<file path="src/rtl/alu_share_arbiter_if.sv">
// alu_share_arbiter_if
// One requester's link to the shared-ALU arbiter. A request is a 4-bit ALU
// control code plus two operands. It is passed on a valid/ready handshake.
// The response carries the registered result, the zero flag and the error
// flag, and it uses its own valid/ready handshake.
//
// Signals:
//   valid, ready        request handshake (requester -> arbiter)
//   ctrl, src1, src2    ALU control code and operands
//   rsp_valid, rsp_ready response handshake (arbiter -> requester)
//   result, zero, err   registered ALU result, zero flag, illegal-code flag
//
// Modports: master = requester side, slave = arbiter side.
interface alu_share_arbiter_if #(
  parameter int DATA_W = 32
);
  logic              valid;
  logic              ready;
  logic [3:0]        ctrl;
  logic [DATA_W-1:0] src1;
  logic [DATA_W-1:0] src2;
  logic              rsp_valid;
  logic              rsp_ready;
  logic [DATA_W-1:0] result;
  logic              zero;
  logic              err;

  modport master (
    output valid, ctrl, src1, src2, rsp_ready,
    input  ready, rsp_valid, result, zero, err
  );

  modport slave (
    input  valid, ctrl, src1, src2, rsp_ready,
    output ready, rsp_valid, result, zero, err
  );
endinterface

</file>
<file path="src/rtl/alu_share_arbiter.sv">
// alu_share_arbiter
// Shares one external combinational ALU between two requesters. Grants are
// round-robin. A granted op is latched and drives the ALU for exactly one
// cycle (ISSUE). The ALU output is registered, and the response is held in
// RESP until the owner takes it. An illegal control code skips ISSUE and
// returns err=1 with a zero result.
//
// Ports:
//   clk_i, rst_i         clock (rising edge), asynchronous active-low reset
//   req0, req1           requester links (alu_share_arbiter_if.slave)
//   alu_ctrl_o/src1_o/src2_o  operation driven to the shared ALU
//   alu_result_i/zero_i  combinational ALU outputs
//   busy_o               high whenever the arbiter is not in IDLE
module alu_share_arbiter #(
  parameter int DATA_W = 32
) (
  input  logic                clk_i,
  input  logic                rst_i,
  alu_share_arbiter_if.slave  req0,
  alu_share_arbiter_if.slave  req1,
  output logic [3:0]          alu_ctrl_o,
  output logic [DATA_W-1:0]   alu_src1_o,
  output logic [DATA_W-1:0]   alu_src2_o,
  input  logic [DATA_W-1:0]   alu_result_i,
  input  logic                alu_zero_i,
  output logic                busy_o
);

  typedef enum logic [1:0] {
    IDLE  = 2'd0,
    ISSUE = 2'd1,
    RESP  = 2'd2
  } state_t;

  localparam logic [3:0] CTRL_ADD = 4'b0010;

  state_t            state_q, state_d;
  logic              owner_q;
  logic              last_grant_q;
  logic [3:0]        op_ctrl_q;
  logic [DATA_W-1:0] op_src1_q, op_src2_q;
  logic [DATA_W-1:0] result_q;
  logic              zero_q, err_q;

  logic              sel;
  logic              accept;
  logic              sel_legal;
  logic [3:0]        sel_ctrl;
  logic [DATA_W-1:0] sel_src1, sel_src2;
  logic              owner_rsp_ready;
  logic              rsp0_active, rsp1_active;

  function automatic logic is_legal(input logic [3:0] code);
    case (code)
      4'b0000, 4'b0001, 4'b0010, 4'b0110, 4'b0111, 4'b1111: is_legal = 1'b1;
      default:                                              is_legal = 1'b0;
    endcase
  endfunction

  // Pick the requester. A lone valid requester wins. On a tie, the requester
  // that did not get the last grant wins.
  always_comb begin
    sel = ~last_grant_q;
    if (req0.valid && !req1.valid) begin
      sel = 1'b0;
    end else if (req1.valid && !req0.valid) begin
      sel = 1'b1;
    end
  end

  assign accept    = (state_q == IDLE) && (req0.valid || req1.valid);
  assign sel_ctrl  = sel ? req1.ctrl : req0.ctrl;
  assign sel_src1  = sel ? req1.src1 : req0.src1;
  assign sel_src2  = sel ? req1.src2 : req0.src2;
  assign sel_legal = is_legal(sel_ctrl);
  assign owner_rsp_ready = owner_q ? req1.rsp_ready : req0.rsp_ready;

  assign req0.ready = accept && !sel;
  assign req1.ready = accept && sel;

  always_ff @(posedge clk_i or negedge rst_i) begin
    if (!rst_i) begin
      state_q <= IDLE;
    end else begin
      state_q <= state_d;
    end
  end

  // The ALU is driven only in ISSUE. At all other times it sees a harmless
  // add of zeros, so a latched illegal code never reaches it.
  always_comb begin
    state_d    = state_q;
    alu_ctrl_o = CTRL_ADD;
    alu_src1_o = '0;
    alu_src2_o = '0;
    case (state_q)
      IDLE: begin
        if (accept) begin
          state_d = sel_legal ? ISSUE : RESP;
        end
      end
      ISSUE: begin
        alu_ctrl_o = op_ctrl_q;
        alu_src1_o = op_src1_q;
        alu_src2_o = op_src2_q;
        state_d    = RESP;
      end
      RESP: begin
        if (owner_rsp_ready) begin
          state_d = IDLE;
        end
      end
      default: state_d = IDLE;
    endcase
  end

  // Latch the granted op on accept. The response registers are preloaded
  // with the error-path values. A legal op overwrites them from the ALU
  // during ISSUE.
  always_ff @(posedge clk_i or negedge rst_i) begin
    if (!rst_i) begin
      owner_q      <= 1'b0;
      last_grant_q <= 1'b1;
      op_ctrl_q    <= CTRL_ADD;
      op_src1_q    <= '0;
      op_src2_q    <= '0;
      result_q     <= '0;
      zero_q       <= 1'b0;
      err_q        <= 1'b0;
    end else begin
      if (accept) begin
        owner_q      <= sel;
        last_grant_q <= sel;
        op_ctrl_q    <= sel_ctrl;
        op_src1_q    <= sel_src1;
        op_src2_q    <= sel_src2;
        result_q     <= '0;
        zero_q       <= 1'b0;
        err_q        <= ~sel_legal;
      end else if (state_q == ISSUE) begin
        result_q <= alu_result_i;
        zero_q   <= alu_zero_i;
      end
    end
  end

  // Response outputs are visible only to the owner, and only while in RESP.
  assign rsp0_active = (state_q == RESP) && !owner_q;
  assign rsp1_active = (state_q == RESP) && owner_q;

  assign req0.rsp_valid = rsp0_active;
  assign req0.result    = rsp0_active ? result_q : '0;
  assign req0.zero      = rsp0_active && zero_q;
  assign req0.err       = rsp0_active && err_q;

  assign req1.rsp_valid = rsp1_active;
  assign req1.result    = rsp1_active ? result_q : '0;
  assign req1.zero      = rsp1_active && zero_q;
  assign req1.err       = rsp1_active && err_q;

  assign busy_o = (state_q != IDLE);

endmodule
</file>
<file path="src/flat_wrapper.sv">
// flat-port wrapper written by rule: the top's interface ports become plain ports
module alu_share_arbiter_flat 
#(
  parameter int DATA_W = 32
)
  (clk_i, rst_i, alu_ctrl_o, alu_src1_o, alu_src2_o, alu_result_i, alu_zero_i, busy_o, req0_valid, req0_ctrl, req0_src1, req0_src2, req0_rsp_ready, req0_ready, req0_rsp_valid, req0_result, req0_zero, req0_err, req1_valid, req1_ctrl, req1_src1, req1_src2, req1_rsp_ready, req1_ready, req1_rsp_valid, req1_result, req1_zero, req1_err);
  alu_share_arbiter_if #(.DATA_W(DATA_W)) req0_i ();
  alu_share_arbiter_if #(.DATA_W(DATA_W)) req1_i ();
  input  logic clk_i;
  input  logic rst_i;
  output logic [3:0] alu_ctrl_o;
  output logic [DATA_W-1:0] alu_src1_o;
  output logic [DATA_W-1:0] alu_src2_o;
  input  logic [DATA_W-1:0] alu_result_i;
  input  logic alu_zero_i;
  output logic busy_o;
  input wire logic [$bits(req0_i.valid)-1:0] req0_valid;
  input wire logic [$bits(req0_i.ctrl)-1:0] req0_ctrl;
  input wire logic [$bits(req0_i.src1)-1:0] req0_src1;
  input wire logic [$bits(req0_i.src2)-1:0] req0_src2;
  input wire logic [$bits(req0_i.rsp_ready)-1:0] req0_rsp_ready;
  output wire logic [$bits(req0_i.ready)-1:0] req0_ready;
  output wire logic [$bits(req0_i.rsp_valid)-1:0] req0_rsp_valid;
  output wire logic [$bits(req0_i.result)-1:0] req0_result;
  output wire logic [$bits(req0_i.zero)-1:0] req0_zero;
  output wire logic [$bits(req0_i.err)-1:0] req0_err;
  input wire logic [$bits(req1_i.valid)-1:0] req1_valid;
  input wire logic [$bits(req1_i.ctrl)-1:0] req1_ctrl;
  input wire logic [$bits(req1_i.src1)-1:0] req1_src1;
  input wire logic [$bits(req1_i.src2)-1:0] req1_src2;
  input wire logic [$bits(req1_i.rsp_ready)-1:0] req1_rsp_ready;
  output wire logic [$bits(req1_i.ready)-1:0] req1_ready;
  output wire logic [$bits(req1_i.rsp_valid)-1:0] req1_rsp_valid;
  output wire logic [$bits(req1_i.result)-1:0] req1_result;
  output wire logic [$bits(req1_i.zero)-1:0] req1_zero;
  output wire logic [$bits(req1_i.err)-1:0] req1_err;
  assign req0_i.valid = req0_valid;
  assign req0_i.ctrl = req0_ctrl;
  assign req0_i.src1 = req0_src1;
  assign req0_i.src2 = req0_src2;
  assign req0_i.rsp_ready = req0_rsp_ready;
  assign req0_ready = req0_i.ready;
  assign req0_rsp_valid = req0_i.rsp_valid;
  assign req0_result = req0_i.result;
  assign req0_zero = req0_i.zero;
  assign req0_err = req0_i.err;
  assign req1_i.valid = req1_valid;
  assign req1_i.ctrl = req1_ctrl;
  assign req1_i.src1 = req1_src1;
  assign req1_i.src2 = req1_src2;
  assign req1_i.rsp_ready = req1_rsp_ready;
  assign req1_ready = req1_i.ready;
  assign req1_rsp_valid = req1_i.rsp_valid;
  assign req1_result = req1_i.result;
  assign req1_zero = req1_i.zero;
  assign req1_err = req1_i.err;
  alu_share_arbiter #(.DATA_W(DATA_W)) u_core (.clk_i(clk_i), .rst_i(rst_i), .req0(req0_i), .req1(req1_i), .alu_ctrl_o(alu_ctrl_o), .alu_src1_o(alu_src1_o), .alu_src2_o(alu_src2_o), .alu_result_i(alu_result_i), .alu_zero_i(alu_zero_i), .busy_o(busy_o));
endmodule
</file>
<file path="config.mk">
export PLATFORM = sky130hd
export DESIGN_NAME = alu_share_arbiter_flat
export DESIGN_NICKNAME = d
export VERILOG_FILES = /design/src/rtl/alu_share_arbiter_if.sv /design/src/rtl/alu_share_arbiter.sv /design/src/flat_wrapper.sv
export SDC_FILE = /design/constraint.sdc
export NUM_CORES = 1
export LEC_CHECK = 0
export ABC_CLOCK_PERIOD_IN_PS = 4000
export BUFFER_PORTS_ARGS = -buffer_cell sky130_fd_sc_hd__buf_4
export CAP_MARGIN = 20
export CORE_MARGIN = 4
export CORE_UTILIZATION = 35
export CTS_CLUSTER_DIAMETER = 200
export CTS_CLUSTER_SIZE = 24
export DETAILED_ROUTE_END_ITERATION = 7
export PLACE_DENSITY = 0.69
export SLEW_MARGIN = 40
export SYNTH_ARGS = -nofsm -noshare
export SYNTH_HDL_FRONTEND = slang
export SYNTH_SLANG_ARGS = --single-unit
</file>
<file path="constraint.sdc">
create_clock -name clk_i -period 4 [get_ports clk_i]
set_clock_uncertainty 0.15 [all_clocks]
set_input_delay 0 -clock clk_i [delete_from_list [all_inputs] [get_ports clk_i]]
set_output_delay 0 -clock clk_i [all_outputs]
set_load 0.01 [all_outputs]
</file>
After elaboration in Yosys (flattened, before gate mapping)
Cells that the tools add are included.

Register bits: 106. Bits in latches: 0. Memory bits (writable): 0. Memory bits (read-only): 0. Input port bits: 175. Memories: 0.

Add/sub/neg operators: 0. $mul: 0. Div/mod/pow operators: 0. Order comparisons: 0. Equal/unequal tests: 9. Shift operators: 0. Muxes and demuxes: 20. Bitwise operators: 2. Reduce and logical (&&, ||, !) cells: 22.

Operator list (number): $mux W32 (8); $logic_and A1 B1 Y1 (11); $eq A4 B3 Y1 const B (2); $mux W4 (2); $mux W1 (6); $mux W2 (3); $pmux W2 S3 (1); $reduce_or A6 Y1 (1); $eq A4 B1 Y1 const B (1); $eq A4 B2 Y1 const B (1); $eq A4 B4 Y1 const B (1); $logic_not A1 Y1 (4); $logic_not A4 Y1 (1); $ne A2 B1 Y1 const B (2); $reduce_bool A2 Y1 (2); $eq A2 B1 Y1 const B (1); $eq A2 B2 Y1 const B (1); $logic_not A2 Y1 (1); $not A1 Y1 (2); $reduce_and A2 Y1 (1); $logic_or A1 B1 Y1 (1).

Depth between registers and ports, before layout
Gate-level depths: netlist (run 1).

Depth in word-level cells: 11. Gate-level depth with buffers: 7. Gate-level depth less buffers: 5.

Least setup slack after synthesis (run 1)
OpenSTA, ideal clock, no wires.

Path type: flip-flop to flip-flop. Start: reg u_core.state_q[1]. End: reg u_core.owner_q. Data arrival time: 1.469 ns. Data required time: 3.718 ns. Setup slack: 2.249 ns. Stages on the path, launching flop included: 7. Path buffers: 2. Cell sequence: dfrtp_1 > or2_1 > or2_4 > buf_6 > buf_6 > nor2_1 > a21oi_2.

Word-level cells in the longest chain between the ends: 2.

RTL lines: from (decl) (line alu_share_arbiter.sv:37) `state_t state_q, state_d;`; from (signal assigned) (line alu_share_arbiter.sv:85) `state_q <= state_d;`; $logic_not A2 Y1 (line alu_share_arbiter.sv:71) `assign accept = (state_q == IDLE) && (req0.valid || req1.valid);`; $logic_and A1 B1 Y1 (line alu_share_arbiter.sv:71); to (signal assigned) (line alu_share_arbiter.sv:132) `owner_q <= sel;`; to (decl) (line alu_share_arbiter.sv:38) `logic owner_q;`.

No other way between the ends. A chain may end at the register's enable or synchronous reset.

Final worst setup path (run 1)
Start: reg u_core.last_grant_q. End: reg u_core.state_q[0].

Word-level cells in the longest chain between the ends: 10. Elaborated cells on any way between the ends: 15. Those cells by class: 5 x eq/ne; 7 x mux; 1 x bitwise; 2 x reduce/logical.

RTL lines: from (decl) (line alu_share_arbiter.sv:39) `logic last_grant_q;`; from (signal assigned) (line alu_share_arbiter.sv:133) `last_grant_q <= sel;`; $not A1 Y1 (*) (line alu_share_arbiter.sv:63) `sel = ~last_grant_q;`; $mux W1 (*) (line alu_share_arbiter.sv:66) `end else if (req1.valid && !req0.valid) begin`; $mux W1 (*) (line alu_share_arbiter.sv:64) `if (req0.valid && !req1.valid) begin`; $mux W4 (*) (line alu_share_arbiter.sv:72) `assign sel_ctrl = sel ? req1.ctrl : req0.ctrl;`; $eq A4 B1 Y1 (tied with other cells) (line alu_share_arbiter.sv:54) `case (code)`; $reduce_or A6 Y1 (*) (line alu_share_arbiter.sv:54); $mux W1 (*) (line alu_share_arbiter.sv:54); $mux W2 (*) (line alu_share_arbiter.sv:99) `state_d = sel_legal ? ISSUE : RESP;`; $mux W2 (*) (line alu_share_arbiter.sv:98) `if (accept) begin`; $pmux W2 S3 (*) (line alu_share_arbiter.sv:96) `case (state_q)`.

Every way passes the cells marked *; elsewhere a longest branch is shown, timed or not. The select of a mux whose other input is x is not followed.

==> results.toml, run 1 <==
[placed_design]
place_congestion = 0.759
port-buffer-count = 315
dp_cells = 1124
place_ws_ns = 1.64
dpl_cell_area_mm2 = 0.00818
hpwl_um = 13500

[pwr]
power.share.clock = 0.181
p_comb_frac = 0.458
power.share.sequential = 0.361
peakVddDrop_mv = 0.372
intPower_mw = 3.21
swShare = 0.364
p_leak_nw = 5.13
power.switching_mw = 1.84
powerDensity_mw_per_mm2 = 492

[worst_hold_path]
hold_class = "primary input to flip-flop"

[clock_network]
clockBufferDepth = 2
cts_tree = "built"
postCtsResizedCells = 0
cts-root-buf = "clkbuf_16"
clk_latency_ns = 0.35
numClockSinks = 106
clk_pin_slew_worst_paths_ns = 0.07
cts_buffers = 9
post_cts_buffers = 0
htreeDepth = 3
ctsHoldBuffers = 178

[logic_synthesis]
synth_area_leaders = "dfrtp_1, and2_1, mux2i_1"
yosysTopAreaCell = "dfrtp_1"
syn_area_mm2 = 0.00568
synth_cells = 631
yosys_warnings = 0
ys.flop_type = "dfrtp_1"
syn_area_per_cell_um2 = 9.00
synthArstFlopShare = 1.00
synth_top_area_share = 0.458
yosysSeqAreaShare = 0.467
synth_nets = 806
ys_types = 29
synth_edf_count = 0
synth_seq_cells = 106

[grt]
track_usage = 0.220
grt_pass1_vias = 6376
gr-total-overflow = 0
grt_first_pass_wirelength_um = 32200
grt_antenna_before_repair = 0
grt_max_degree = 77

[detailed_routing]
vias = 6087
drt-total-wl_um = 20800
drc_errors = 0
wire_per_inst_um = 15.7
first_pass_iters = 4
drtIter0Drc = 208
ant_nets = 0
viasPerCell = 4.61

[timing]
tightest_slew_ns = 0.791
fin_ws_ns = 0.685
slew_violations = 0
rsz0062_at_grt = "false"
period_minus_slack_ns = 3.31
relSlewSlack = 0.473
worst_hold_slack_ns = 0.0170
finalSetupViolations = 0
hold_violations = 0
tns_ns = 0
timing.fmax_mhz = 302
fin_crit_sh = 0.829

[run_status]
outcome = "complete, no violations"

[critical_path]
worstPathRequired_ns = 4.14
cpMostUsedCell = "dlygate4sd3_1"
worstPathMaxFanout = 48
critical-path-max-stage-delay_ns = 0.64
slowest_stage = "a21o_4"
end_kind = "flip-flop"
cp_num_buf_inv = 2
crit_path_cell_trace = "nor2b_1 > a21o_4 > nor3b_1 > a311oi_2 > dlygate4sd3_1 > and2_1 > dlygate4sd3_1"
start_kind = "flip-flop"
cp.arrival_ns = 3.45
worstSetupPathType = "flip-flop to flip-flop"
cpLargestDelayFamily = "buffers and inverters"

[floorplan]
die_area_mm2 = 0.0183
initial_core_util = 0.358
coreArea_mm2 = 0.0159
fp.dieH_um = 135
ios = 316
die_w_um = 135
rows = 46

[cells_and_area]
synthToLayoutAreaGrowth_pct = 80.7
drive_gt1_frac = 0.319
final_nets = 1272
final_common_cell = "buf_4"
final_cell_mix = "buf_4, dlygate4sd3_1, nand2_1, and2_1, dfrtp_1"
fillerInstances = 1284
stdcell_count = 1319
fin_area_mm2 = 0.0103

[job]
maxCapViolCount = 0
kinds of logic (layout without fill, tap and decap cells):
logic type / count (synthesis) / count (layout) / share of synthesized area
and+or+nand+nor: 294 / 294 / 0.259
AOI/OAI and AO/OA: 113 / 113 / 0.106
DFF: 106 / 106 / 0.467
muxes: 67 / 67 / 0.118
buffers and inverters: 51 / 522 / 0.0496
other: 0 / 1 / 0
final cells by class:
type | count | area (um^2) | share of cell area
Multi-Input combinational cell | 474 | 2770 | 0.270
Antenna cell | 1 | 2.50 | 0.000244
Inverter | 3 | 11.3 | 0.00110
Clock buffer | 11 | 253 | 0.0246
Timing Repair Buffer | 503 | 4250 | 0.414
Tap cell | 216 | 270 | 0.0263
Clock inverter | 5 | 52.6 | 0.00512
Sequential cell | 106 | 2660 | 0.259
path summary, 6_finish.rpt:
path / endpoint / from / slack (ns) / depth (start not counted)
max reg2reg: u_core.state_q[0]$_DFFE_PN0P_ / u_core.last_grant_q$_DFFE_PN1P_ / 0.69 / 7
min: u_core.err_q$_DFFE_PN0P_ / req0_ctrl[1] / 0.02 / 4
min reg2reg: u_core.op_ctrl_q[1]$_DFFE_PN1P_ / u_core.op_ctrl_q[1]$_DFFE_PN1P_ / 0.31 / 2
max in group asynchronous: u_core.op_src1_q[1]$_DFFE_PN0P_ / rst_i / 2.89 / 3
max: u_core.state_q[0]$_DFFE_PN0P_ / u_core.last_grant_q$_DFFE_PN1P_ / 0.69 / 7
min in group asynchronous: u_core.op_src2_q[27]$_DFFE_PN0P_ / rst_i / 0.22 / 3
per-stage QoR:
stage | power [mW] | utilization
6_report | 5.05 | 0.646
5_1_grt | 5.43 | 0.646
4_1_cts | 5.06 | 0.646
3_5_place_dp | 3.83 | 0.515
3_3_place_gp | 3.72 | 0.512
2_1_floorplan | 3.08 | -
power by group through the flow:
stage | logic [mW] | registers (mW) | clock network, mW
floorplan | 1.34 | 1.74 | 0
global placement | 1.91 | 1.82 | 0
detailed placement | 2.00 | 1.84 | 0
CTS | 2.30 | 1.82 | 0.945
global route | 2.56 | 1.88 | 0.979
finish | 2.31 | 1.82 | 0.916
flip-flops by register name, summed over array words and instances (netlist names):
signal	cells
u_core.state_q	2
u_core.op_src2_q	32
u_core.owner_q	1
u_core.last_grant_q	1
u_core.err_q	1
u_core.op_ctrl_q	4
u_core.op_src1_q	32
u_core.zero_q	1
u_core.result_q	32
synthesized netlist by cell type, types with 6 or more instances:
master / instances
buf_2: 9
nand2_1: 141
and2_1: 134
buf_6: 9
o21ai_0: 52
clkbuf_1: 27
o21ai_1: 49
nor2_1: 6
mux2i_1: 67
dfrtp_1: 104
routing by layer:
| metal | global-route usage | share of wire |
|---|---|---|
| met3 | 0.0698 | 0.082 |
| met1 | 0.252 | 0.40 |
| met4 | 0.0745 | 0.028 |
| met2 | 0.390 | 0.49 |
| met5 | 0 | 0 |
worst reg2reg max path, stage by stage, from the launching register on:
cell and delay, ns:
dfstp_2 0.54, nor2b_1 0.19, a21o_4 0.64, nor3b_1 0.13, a311oi_2 0.37, dlygate4sd3_1 0.60, and2_1 0.11, dlygate4sd3_1 0.53
No activity file was read; power rests on OpenSTA's default activity.
==> run 2: changes to the inputs <==
- ABC_CLOCK_PERIOD_IN_PS: 4000 -> 2700
- PLACE_DENSITY: 0.69 -> 0.71
- clock period: 4 -> 2.7 ns (I/O delays scaled with it)
==> run 2 against run 1 <==
Clock power rose by 45%; wire length rose by 3.0%; non-clock buffer count rose by 4; combinational power increased by 53%; clock-buffer cell count unchanged; worst setup slack worse by 0.48 ns; sequential power up 49%; power increased by 50%; global-route usage is 0.69 points higher; maximum frequency is 33% higher; critical path type unchanged; largest cell class unchanged; largest power group unchanged; highest routed layer unchanged.
==> results.toml, run 2 (same netlist as run 1, synthesis figures left out) <==
[run_status]
outcome = "complete, no violations"

[cells_and_area]
largestRegisters = "u_core.op_src1_q: 32 flops, u_core.op_src2_q: 32 flops, u_core.result_q: 32 flops"
drive_gt1_frac = 0.324
final_cell_mix = "buf_4, dlygate4sd3_1, nand2_1, and2_1, dfrtp_1"
fillerInstances = 1270
diodes = 0
final_nets = 1277
final_common_cell = "buf_4"
synthToLayoutAreaGrowth_pct = 81.9

[grt]
grt_first_pass_wirelength_um = 33200
grt_max_degree = 73
track_usage = 0.227
grt_antenna_before_repair = 0
grt_pass1_vias = 6659
gr-total-overflow = 0

[detailed_routing]
first_pass_iters = 4
drc_errors = 0
drt-total-wl_um = 21400
ant_nets = 0
viasPerCell = 4.67
wire_per_inst_um = 16.2
drtIter0Drc = 289
vias = 6177

[critical_path]
cp_num_buf_inv = 3
start_kind = "flip-flop"
worstPathMaxFanout = 11
worstSetupPathType = "flip-flop to flip-flop"
cpLargestDelayFamily = "buffers and inverters"
worstPathRequired_ns = 2.77
crit_path_cell_trace = "nor2b_2 > a21o_4 > buf_12 > buf_4 > mux2i_1 > dlygate4sd3_1 > o21ai_1"
slowest_stage = "dlygate4sd3_1"
end_kind = "flip-flop"
critical-path-max-stage-delay_ns = 0.59
cp.arrival_ns = 2.56

[floorplan]
initial_core_util = 0.358
rows = 46
die_area_mm2 = 0.0183
die_w_um = 135
coreArea_mm2 = 0.0159
fp.dieH_um = 135
ios = 316

[timing]
period_minus_slack_ns = 2.49
worst_hold_slack_ns = 0.0591
tns_ns = 0
hold_violations = 0
slew_violations = 0
timing.fmax_mhz = 401
finalSetupViolations = 0
rsz0062_at_grt = "false"
fin_crit_sh = 0.923
relSlewSlack = 0.545
tightest_slew_ns = 0.683

[placed_design]
hpwl_um = 13200
place_congestion = 0.747
port-buffer-count = 315

[clock_network]
htreeDepth = 3
cts_tree = "built"
clk_pin_slew_worst_paths_ns = 0.07
clockBufferDepth = 2
cts-root-buf = "clkbuf_16"
numClockSinks = 106
clk_latency_ns = 0.34
cts_buffers = 9

[worst_hold_path]
hold_class = "primary input to flip-flop"

[pwr]
p_leak_nw = 5.16
powerDensity_mw_per_mm2 = 734
peakVddDrop_mv = 0.445

[job]
maxCapViolCount = 0
-- run 2: worst paths after layout --
kind,startpoint,to,slack [ns],cells past startpoint
min in group asynchronous,rst_i,u_core.result_q[27]$_DFFE_PN0P_,0.09,3
max reg2reg,u_core.last_grant_q$_DFFE_PN1P_,u_core.op_src1_q[1]$_DFFE_PN0P_,0.21,7
min,req0_valid,u_core.owner_q$_DFFE_PN0P_,0.06,4
max in group asynchronous,rst_i,u_core.result_q[23]$_DFFE_PN0P_,1.47,3
min reg2reg,u_core.op_ctrl_q[1]$_DFFE_PN1P_,u_core.op_ctrl_q[1]$_DFFE_PN1P_,0.31,2
max,u_core.last_grant_q$_DFFE_PN1P_,u_core.op_src1_q[1]$_DFFE_PN0P_,0.21,7
-- run 2: layout make-up --
| class | count | area (um^2) | area share |
|---|---|---|---|
| timing repair buffer | 507 | 4320 | 0.418 |
| multi-input combinational | 475 | 2780 | 0.269 |
| sequential | 106 | 2660 | 0.257 |
| tap | 216 | 270 | 0.0262 |
| clock buffer | 11 | 243 | 0.0235 |
| clock inverter | 5 | 53.8 | 0.00521 |
| inverter | 3 | 11.3 | 0.00109 |
-- run 2: what timing repair did --
action	CTS	global route
hold buffers	177	0
endpoints found under the setup margin	0	28
setup buffers	0	3
endpoints found under the hold margin	210	0
gates resized for setup	0	3
-- run 2: where the power goes --
part | total, mW | switching (mW) | internal [mW]
clock | 1.33 | 0.592 | 0.743
sequential | 2.72 | 0.409 | 2.31
combinational | 3.53 | 1.80 | 1.73
-- run 2: layer usage --
layer  wire length, um  vias to the layer above  GRT usage
met3              1600                       63     0.0609
met2             10900                      259      0.409
met4               823                        0      0.105
li1                  -                     3003          -
met1              8050                     2852      0.249
met5                 0                        -          0
-- run 2: worst register-to-register path: cells and delay by family, from the launching register on --
family                 cells  cell delay (ns)
AO/OA/AOI/OAI              2             0.26
buffers and inverters      3             0.94
flip-flops                 1             0.54
multiplexers               1             0.22
AND/OR/NAND/NOR            1             0.27
-- run 2: per-stage QoR --
stage / setup WS, ns / util / cells / cell area [um^2] / total power, mW
after detailed placement: 0.619 / 0.517 / 1126 / 8210 / 5.69
final: 0.209 / 0.650 / 1323 / 10300 / 7.58
after global placement: 0.689 / 0.517 / 1126 / 8210 / 5.59
after global routing: 0.0528 / 0.650 / 1323 / 10300 / 8.15
after floorplan: 0.949 / - / 631 / 5680 / 4.57
after CTS: 0.100 / 0.647 / 1319 / 10300 / 7.48
